==> src/rtl/sdram_line_xfer_if.sv <==
// Request, SDRAM command/data and line-buffer signals of the SDRAM line transfer engine.
// The master modport is the engine's view; the slave modport is its environment's view.
interface sdram_line_xfer_if #(
  parameter int ADDR_WIDTH = 3,
  parameter int SDRAM_AW   = 24
);
  logic                  fill_req;
  logic                  wb_req;
  logic [SDRAM_AW-1:0]   line_addr;
  logic                  fill_ack;
  logic                  wb_ack;
  logic                  busy;

  logic                  cmd_valid;
  logic                  cmd_ready;
  logic                  cmd_we;
  logic [SDRAM_AW-1:0]   cmd_addr;

  logic                  rd_valid;
  logic [15:0]           rd_data;
  logic                  wr_valid;
  logic                  wr_ready;
  logic [15:0]           wr_data;

  logic [ADDR_WIDTH-1:0] buf_addr;
  logic [3:0]            buf_we;
  logic [31:0]           buf_di;
  logic [31:0]           buf_do;

  modport master (
    input  fill_req, wb_req, line_addr, cmd_ready, rd_valid, rd_data, wr_ready, buf_do,
    output fill_ack, wb_ack, busy, cmd_valid, cmd_we, cmd_addr, wr_valid, wr_data,
           buf_addr, buf_we, buf_di
  );

  modport slave (
    output fill_req, wb_req, line_addr, cmd_ready, rd_valid, rd_data, wr_ready, buf_do,
    input  fill_ack, wb_ack, busy, cmd_valid, cmd_we, cmd_addr, wr_valid, wr_data,
           buf_addr, buf_we, buf_di
  );
endinterface

==> src/rtl/sdram_line_xfer.sv <==
// SDRAM-side burst engine for one cache line: fills the 32-bit line buffer from 16-bit
// read beats, or streams the buffered line back to SDRAM as 16-bit write beats.
module sdram_line_xfer #(
  parameter int ADDR_WIDTH = 3,
  parameter int SDRAM_AW   = 24
) (
  input logic                sdram_clk,
  input logic                sdram_rst_n,
  sdram_line_xfer_if.master  bus
);

  localparam int BC_W = ADDR_WIDTH + 1;
  localparam int OFF  = ADDR_WIDTH + 2;
  localparam logic [SDRAM_AW-1:0] LOW_MASK = SDRAM_AW'((64'd1 << OFF) - 64'd1);

  typedef enum logic [2:0] {
    S_IDLE,
    S_CMD,
    S_FILL,
    S_WB_LOAD,
    S_WB_HI,
    S_WB_LO,
    S_DONE
  } state_e;

  state_e                state_q, state_d;
  logic                  we_q, we_d;
  logic [SDRAM_AW-1:0]   addr_q, addr_d;
  logic [BC_W-1:0]       bc_q, bc_d;
  logic [ADDR_WIDTH-1:0] wc_q, wc_d;
  logic [31:0]           hold_q, hold_d;
  logic                  hi_first_q, hi_first_d;
  logic [31:0]           word_now;

  // NOTE: state registers use non-blocking assignments so every flop samples the
  // pre-edge value of every other flop, independent of statement order.
  always_ff @(posedge sdram_clk) begin
    if (!sdram_rst_n) begin
      state_q    <= S_IDLE;
      we_q       <= 1'b0;
      addr_q     <= '0;
      bc_q       <= '0;
      wc_q       <= '0;
      hold_q     <= '0;
      hi_first_q <= 1'b0;
    end else begin
      state_q    <= state_d;
      we_q       <= we_d;
      addr_q     <= addr_d;
      bc_q       <= bc_d;
      wc_q       <= wc_d;
      hold_q     <= hold_d;
      hi_first_q <= hi_first_d;
    end
  end

  // NOTE: every signal written here gets a default first, so no path through the
  // case statement can leave one unassigned and infer a latch.
  always_comb begin
    state_d    = state_q;
    we_d       = we_q;
    addr_d     = addr_q;
    bc_d       = bc_q;
    wc_d       = wc_q;
    hold_d     = hold_q;
    hi_first_d = (state_q == S_WB_LOAD);

    // The buffer read launched in WB_LOAD lands in the first WB_HI cycle; bypass it
    // straight to wr_data there and serve later cycles from the hold register.
    word_now   = hi_first_q ? bus.buf_do : hold_q;

    bus.fill_ack  = 1'b0;
    bus.wb_ack    = 1'b0;
    bus.busy      = (state_q != S_IDLE);
    bus.cmd_valid = 1'b0;
    bus.cmd_we    = we_q;
    bus.cmd_addr  = addr_q;
    bus.wr_valid  = 1'b0;
    bus.wr_data   = '0;
    bus.buf_addr  = '0;
    bus.buf_we    = 4'b0000;
    bus.buf_di    = '0;

    unique case (state_q)
      S_IDLE: begin
        // Writeback wins so a dirty line is evicted before its slot is refilled.
        if (bus.wb_req) begin
          we_d    = 1'b1;
          addr_d  = bus.line_addr & ~LOW_MASK;
          state_d = S_CMD;
        end else if (bus.fill_req) begin
          we_d    = 1'b0;
          addr_d  = bus.line_addr & ~LOW_MASK;
          state_d = S_CMD;
        end
      end

      S_CMD: begin
        bus.cmd_valid = 1'b1;
        if (bus.cmd_ready) state_d = we_q ? S_WB_LOAD : S_FILL;
      end

      S_FILL: begin
        bus.buf_addr = bc_q[BC_W-1:1];
        if (bus.rd_valid) begin
          // Even beats carry the upper half of the 32-bit word.
          bus.buf_we = bc_q[0] ? 4'b0011 : 4'b1100;
          bus.buf_di = {bus.rd_data, bus.rd_data};
          bc_d       = bc_q + BC_W'(1);
          if (&bc_q) state_d = S_DONE;
        end
      end

      S_WB_LOAD: begin
        bus.buf_addr = wc_q;
        state_d      = S_WB_HI;
      end

      S_WB_HI: begin
        bus.buf_addr = wc_q;
        hold_d       = word_now;
        bus.wr_valid = 1'b1;
        bus.wr_data  = word_now[31:16];
        if (bus.wr_ready) state_d = S_WB_LO;
      end

      S_WB_LO: begin
        bus.buf_addr = wc_q;
        bus.wr_valid = 1'b1;
        bus.wr_data  = hold_q[15:0];
        if (bus.wr_ready) begin
          wc_d    = wc_q + ADDR_WIDTH'(1);
          state_d = (&wc_q) ? S_DONE : S_WB_LOAD;
        end
      end

      S_DONE: begin
        bus.fill_ack = ~we_q;
        bus.wb_ack   = we_q;
        state_d      = S_IDLE;
      end

      default: state_d = S_IDLE;
    endcase
  end

endmodule

==> src/flat_wrapper.sv <==
// flat-port wrapper written by rule: the top's interface ports become plain ports
module sdram_line_xfer_flat 
#(
  parameter int ADDR_WIDTH = 3,
  parameter int SDRAM_AW   = 24
)
  (sdram_clk, sdram_rst_n, bus_fill_req, bus_wb_req, bus_line_addr, bus_cmd_ready, bus_rd_valid, bus_rd_data, bus_wr_ready, bus_buf_do, bus_fill_ack, bus_wb_ack, bus_busy, bus_cmd_valid, bus_cmd_we, bus_cmd_addr, bus_wr_valid, bus_wr_data, bus_buf_addr, bus_buf_we, bus_buf_di);
  sdram_line_xfer_if #(.ADDR_WIDTH(ADDR_WIDTH), .SDRAM_AW(SDRAM_AW)) bus_i ();
  input logic sdram_clk;
  input logic sdram_rst_n;
  input wire logic [$bits(bus_i.fill_req)-1:0] bus_fill_req;
  input wire logic [$bits(bus_i.wb_req)-1:0] bus_wb_req;
  input wire logic [$bits(bus_i.line_addr)-1:0] bus_line_addr;
  input wire logic [$bits(bus_i.cmd_ready)-1:0] bus_cmd_ready;
  input wire logic [$bits(bus_i.rd_valid)-1:0] bus_rd_valid;
  input wire logic [$bits(bus_i.rd_data)-1:0] bus_rd_data;
  input wire logic [$bits(bus_i.wr_ready)-1:0] bus_wr_ready;
  input wire logic [$bits(bus_i.buf_do)-1:0] bus_buf_do;
  output wire logic [$bits(bus_i.fill_ack)-1:0] bus_fill_ack;
  output wire logic [$bits(bus_i.wb_ack)-1:0] bus_wb_ack;
  output wire logic [$bits(bus_i.busy)-1:0] bus_busy;
  output wire logic [$bits(bus_i.cmd_valid)-1:0] bus_cmd_valid;
  output wire logic [$bits(bus_i.cmd_we)-1:0] bus_cmd_we;
  output wire logic [$bits(bus_i.cmd_addr)-1:0] bus_cmd_addr;
  output wire logic [$bits(bus_i.wr_valid)-1:0] bus_wr_valid;
  output wire logic [$bits(bus_i.wr_data)-1:0] bus_wr_data;
  output wire logic [$bits(bus_i.buf_addr)-1:0] bus_buf_addr;
  output wire logic [$bits(bus_i.buf_we)-1:0] bus_buf_we;
  output wire logic [$bits(bus_i.buf_di)-1:0] bus_buf_di;
  assign bus_i.fill_req = bus_fill_req;
  assign bus_i.wb_req = bus_wb_req;
  assign bus_i.line_addr = bus_line_addr;
  assign bus_i.cmd_ready = bus_cmd_ready;
  assign bus_i.rd_valid = bus_rd_valid;
  assign bus_i.rd_data = bus_rd_data;
  assign bus_i.wr_ready = bus_wr_ready;
  assign bus_i.buf_do = bus_buf_do;
  assign bus_fill_ack = bus_i.fill_ack;
  assign bus_wb_ack = bus_i.wb_ack;
  assign bus_busy = bus_i.busy;
  assign bus_cmd_valid = bus_i.cmd_valid;
  assign bus_cmd_we = bus_i.cmd_we;
  assign bus_cmd_addr = bus_i.cmd_addr;
  assign bus_wr_valid = bus_i.wr_valid;
  assign bus_wr_data = bus_i.wr_data;
  assign bus_buf_addr = bus_i.buf_addr;
  assign bus_buf_we = bus_i.buf_we;
  assign bus_buf_di = bus_i.buf_di;
  sdram_line_xfer #(.ADDR_WIDTH(ADDR_WIDTH), .SDRAM_AW(SDRAM_AW)) u_core (.sdram_clk(sdram_clk), .sdram_rst_n(sdram_rst_n), .bus(bus_i));
endmodule
==> config.mk <==
export PLATFORM = sky130hd
export DESIGN_NAME = sdram_line_xfer_flat
export DESIGN_NICKNAME = d
export VERILOG_FILES = /design/src/rtl/sdram_line_xfer_if.sv /design/src/rtl/sdram_line_xfer.sv /design/src/flat_wrapper.sv
export SDC_FILE = /design/constraint.sdc
export NUM_CORES = 1
export LEC_CHECK = 0
export BUFFER_PORTS_ARGS = -buffer_cell sky130_fd_sc_hd__buf_2
export CAP_MARGIN = 20
export CORE_MARGIN = 10
export CORE_UTILIZATION = 41
export DETAILED_ROUTE_END_ITERATION = 8
export GPL_TIMING_DRIVEN = 0
export PLACE_DENSITY = 0.73
export REMOVE_ABC_BUFFERS = 1
export SLEW_MARGIN = 40
export SYNTH_ARGS = -nofsm -noshare
export SYNTH_HDL_FRONTEND = slang
export SYNTH_SLANG_ARGS = --single-unit
export TNS_END_PERCENT = 10
==> constraint.sdc <==
create_clock -name sdram_clk -period 1.5 [get_ports sdram_clk]
set_input_delay 0.15 -clock sdram_clk [delete_from_list [all_inputs] [get_ports sdram_clk]]
set_output_delay 0.15 -clock sdram_clk [all_outputs]
set_load 0.03 [all_outputs]
==> results by group <==
Final layout
  – Area of the multi-input gates: 1920 um^2
  – Layout cells sized above 1: 48.0%
  – Fillers: 664
  – Sequential Area: 1280 um^2
  – Fin nets: 644
  – Diode count: 0
  – Area Growth Syn to Fin: 51.4%

Routing
  – Routed Antenna Nets: 0
  – Vias: 3,486
  – Total Wirelength: 11,700 um
  – Via density: 5.21
  – DRC violations left: 0
  – DRT Pass-1 Iters: 4
  – Wirelength per Cell: 17.5 um
  – Initial DRC Count: 197

Yosys
  – Post-synthesis sequential area ratio: 39.2%
  – Yosys reg bits: 63
  – Async SR Flop Fraction: 0%
  – Synth unique cells: 40
  – Synth Cell Area: 3220 um^2
  – Yosys warns: 0
  – Post-synth EDFFs: 0
  – Cell count after synthesis: 422
  – Main synth FF type: dfxtp_1
  – Syn avg cell area: 7.63 um^2

Power and ir drop
  – Total chip power: 5440 uW
  – Pleak: 0.00208 uW
  – PwrDens: 1120 nW/um^2
  – Worst IR Drop VDD: 0.000894 V

Die
  – Full die area: 11,800 um^2
  – Initial Utilization: 41.9%
  – IO Pins: 164
  – Cell row count: 32
  – Core Footprint: 7690 um^2
  – Chip width: 109 um
  – Die Span Y: 109 um

Global routing
  – Global-route wire length before repair: 17,300 um
  – Largest net degree at the start of global routing: 62
  – Gr ovfl total: 0
  – Vias in the first global route: 3,413
  – GR Util All Layers: 18.1%
  – Antenna violations before repair: 0

STA
  – Setup-failing EPs final: 95
  – Crit path time final: 1.65 ns
  – Worst relative slew slack: 55.1%
  – Endpoints failing hold: 0
  – Post-Route Skew: 0.0105 ns
  – Final period util: 110%
  – Setup tns final: -6.97 ns
  – Fmax: 607 MHz
  – Final worst slack: -0.146 ns
  – Slew Limit Fails: 0
  – Unrepaired setup endpoints after global routing: yes
  – Worst hold slack: 0.0521 ns
  – Worst-margin pin slew: 0.673 ns

Run status
  – Failing checks: negative setup slack
  – Status: finished with violations

Place
  – Dpl hpwl: 7150 um
  – Final Wtd Congestion: 0.735
  – Port buffer count: 153

CTS
  – Clk sinks: 63
  – Clock Pin Slew Worst Setup and Hold Paths: 0.08 ns
  – Num CTS Buffers: 9
  – H-tree levels: 3
  – Clock buffer depth: 2
  – # hold bufs at CTS: 0
  – Clk_lat worst skew: 0.34 ns
  – Clk root buf: clkbuf_8
  – CTS tree: done

Run
  – Max_cap viols: 0

Hold path
  – HP Class: primary input to register

Worst setup path
  – CP Cell Sequence: and4bb_4 -> nor2b_2 -> buf_4
  – Slowest cell on crit path: dfxtp_4
  – Worst-path fanout max: 11
  – Worst Path Arrival: 1.50 ns
  – Req. time, crit path: 1.35 ns
  – CP peak stage delay: 0.41 ns
  – CP endpoint kind: primary output
  – Crit Path Class: register to primary output
  – Setup crit start kind: register
-- critical path, delay by kind of cell (launching register included) --
kind | cells | cell delay (ns)
DFF | 1 | 0.41
buffers and inverters | 1 | 0.17
and+or+nand+nor | 2 | 0.58
-- power by group --
part,internal [uW],switching [uW]
Combinational,778,1110
Sequential,1790,114
Clock,941,710
Total,3510,1930
-- registers in the layout (all words and copies together), names as in the netlist --
register and flops:
u_core.hold_q 32, u_core.bus.cmd_addr 19, u_core.hi_first_q 1, u_core.state_q 3, u_core.bc_q 4, u_core.bus.cmd_we 1, u_core.wc_q 3
-- per-layer routing --
layer	wire length [um]	vias up	global-route usage, %	part of all wire [%]
li1	-	1679	-	-
met1	4660	1661	20.9	40
met2	5830	129	30.0	50
met3	1030	17	7.44	8.8
met4	188	0	5.18	1.6
met5	0	-	0	0
-- path summary, 6_finish.rpt --
check                                                    start                              to  slack, ns  cells past startpoint
worst max register to register  u_core.state_q[0]$_SDFFE_PN0P_  u_core.hold_q[13]$_SDFFE_PN0P_      -0.08                      4
worst min register to register  u_core.hold_q[31]$_SDFFE_PN0P_  u_core.hold_q[31]$_SDFFE_PN0P_       0.46                      2
worst max-delay path            u_core.state_q[0]$_SDFFE_PN0P_                   bus_buf_we[2]      -0.15                      3
worst min-delay path                             bus_buf_do[9]   u_core.hold_q[9]$_SDFFE_PN0P_       0.05                      3
-- cells in the mapped netlist (all sizes together), types with 3 or more instances --
library cell	instances	share of area (%)
nor2	10	1.2
mux2	16	5.6
mux2i	6	1.9
nand2	101	12
ha	3	1.2
o21ai	22	3.4
buf	38	7.7
dfxtp	63	39
clkbuf	18	2.1
and2	17	3.3
a21oi	69	11
inv	4	0.47
nand3	19	3.0
nand2b	6	1.2
-- per-stage QoR --
| step | util (%) | worst slack [ns] | cells | instance area [um^2] |
|---|---|---|---|---|
| 4_1_cts | 58.5 | -0.157 | 657 | 4490 |
| 6_report | 63.4 | -0.146 | 669 | 4870 |
| 3_3_place_gp | 49.6 | -2.47 | 625 | 3810 |
| 2_1_floorplan | - | -1.49 | 370 | 2920 |
| 3_5_place_dp | 50.2 | -0.625 | 627 | 3860 |
| 5_1_grt | 63.4 | -0.189 | 669 | 4870 |
-- layout make-up --
cell class	instances	share of cell area [%]
inverter	6	0.873
clock inverter	7	1.98
multi-input combinational	305	39.5
tap	102	2.62
sequential	63	26.2
clock buffer	9	2.54
timing repair buffer	176	26.1
timing repair inverter	1	0.128
-- kinds of logic after synthesis --
kind of cell / after synthesis / synth area share (%)
XOR/XNOR: 2 / 0.544
AO/OA/AOI/OAI: 99 / 16.6
adder cells (fa/ha/maj): 3 / 1.17
multiplexers: 22 / 7.46
flip-flops: 63 / 39.2
other: 1 / 0.117
buffers and inverters: 62 / 10.5
AND/OR/NAND/NOR: 170 / 24.4
-- repair_timing --
action / 4_1_cts / 5_1_grt
cloned: 4 / 2
setup endpoints to repair: 121 / 96
pin swaps: 33 / 30
setup buffers: 10 / 10
resized for setup: 93 / 89
-- cells in the final DEF, fill, tap and decap left out, types with 6 or more instances in the layout --
master / count
buf_2: 99
nand2_1: 85
dfxtp_1: 57
a21oi_1: 52
buf_4: 38
buf_6: 33
nand3_1: 19
a21oi_2: 17
mux2_4: 16
nand2_2: 16
o21ai_0: 16
and2_1: 12
nor2_1: 9
clkbuf_8: 9
mux2i_1: 6
o21ai_1: 6
(Power assumes the default switching activity.)
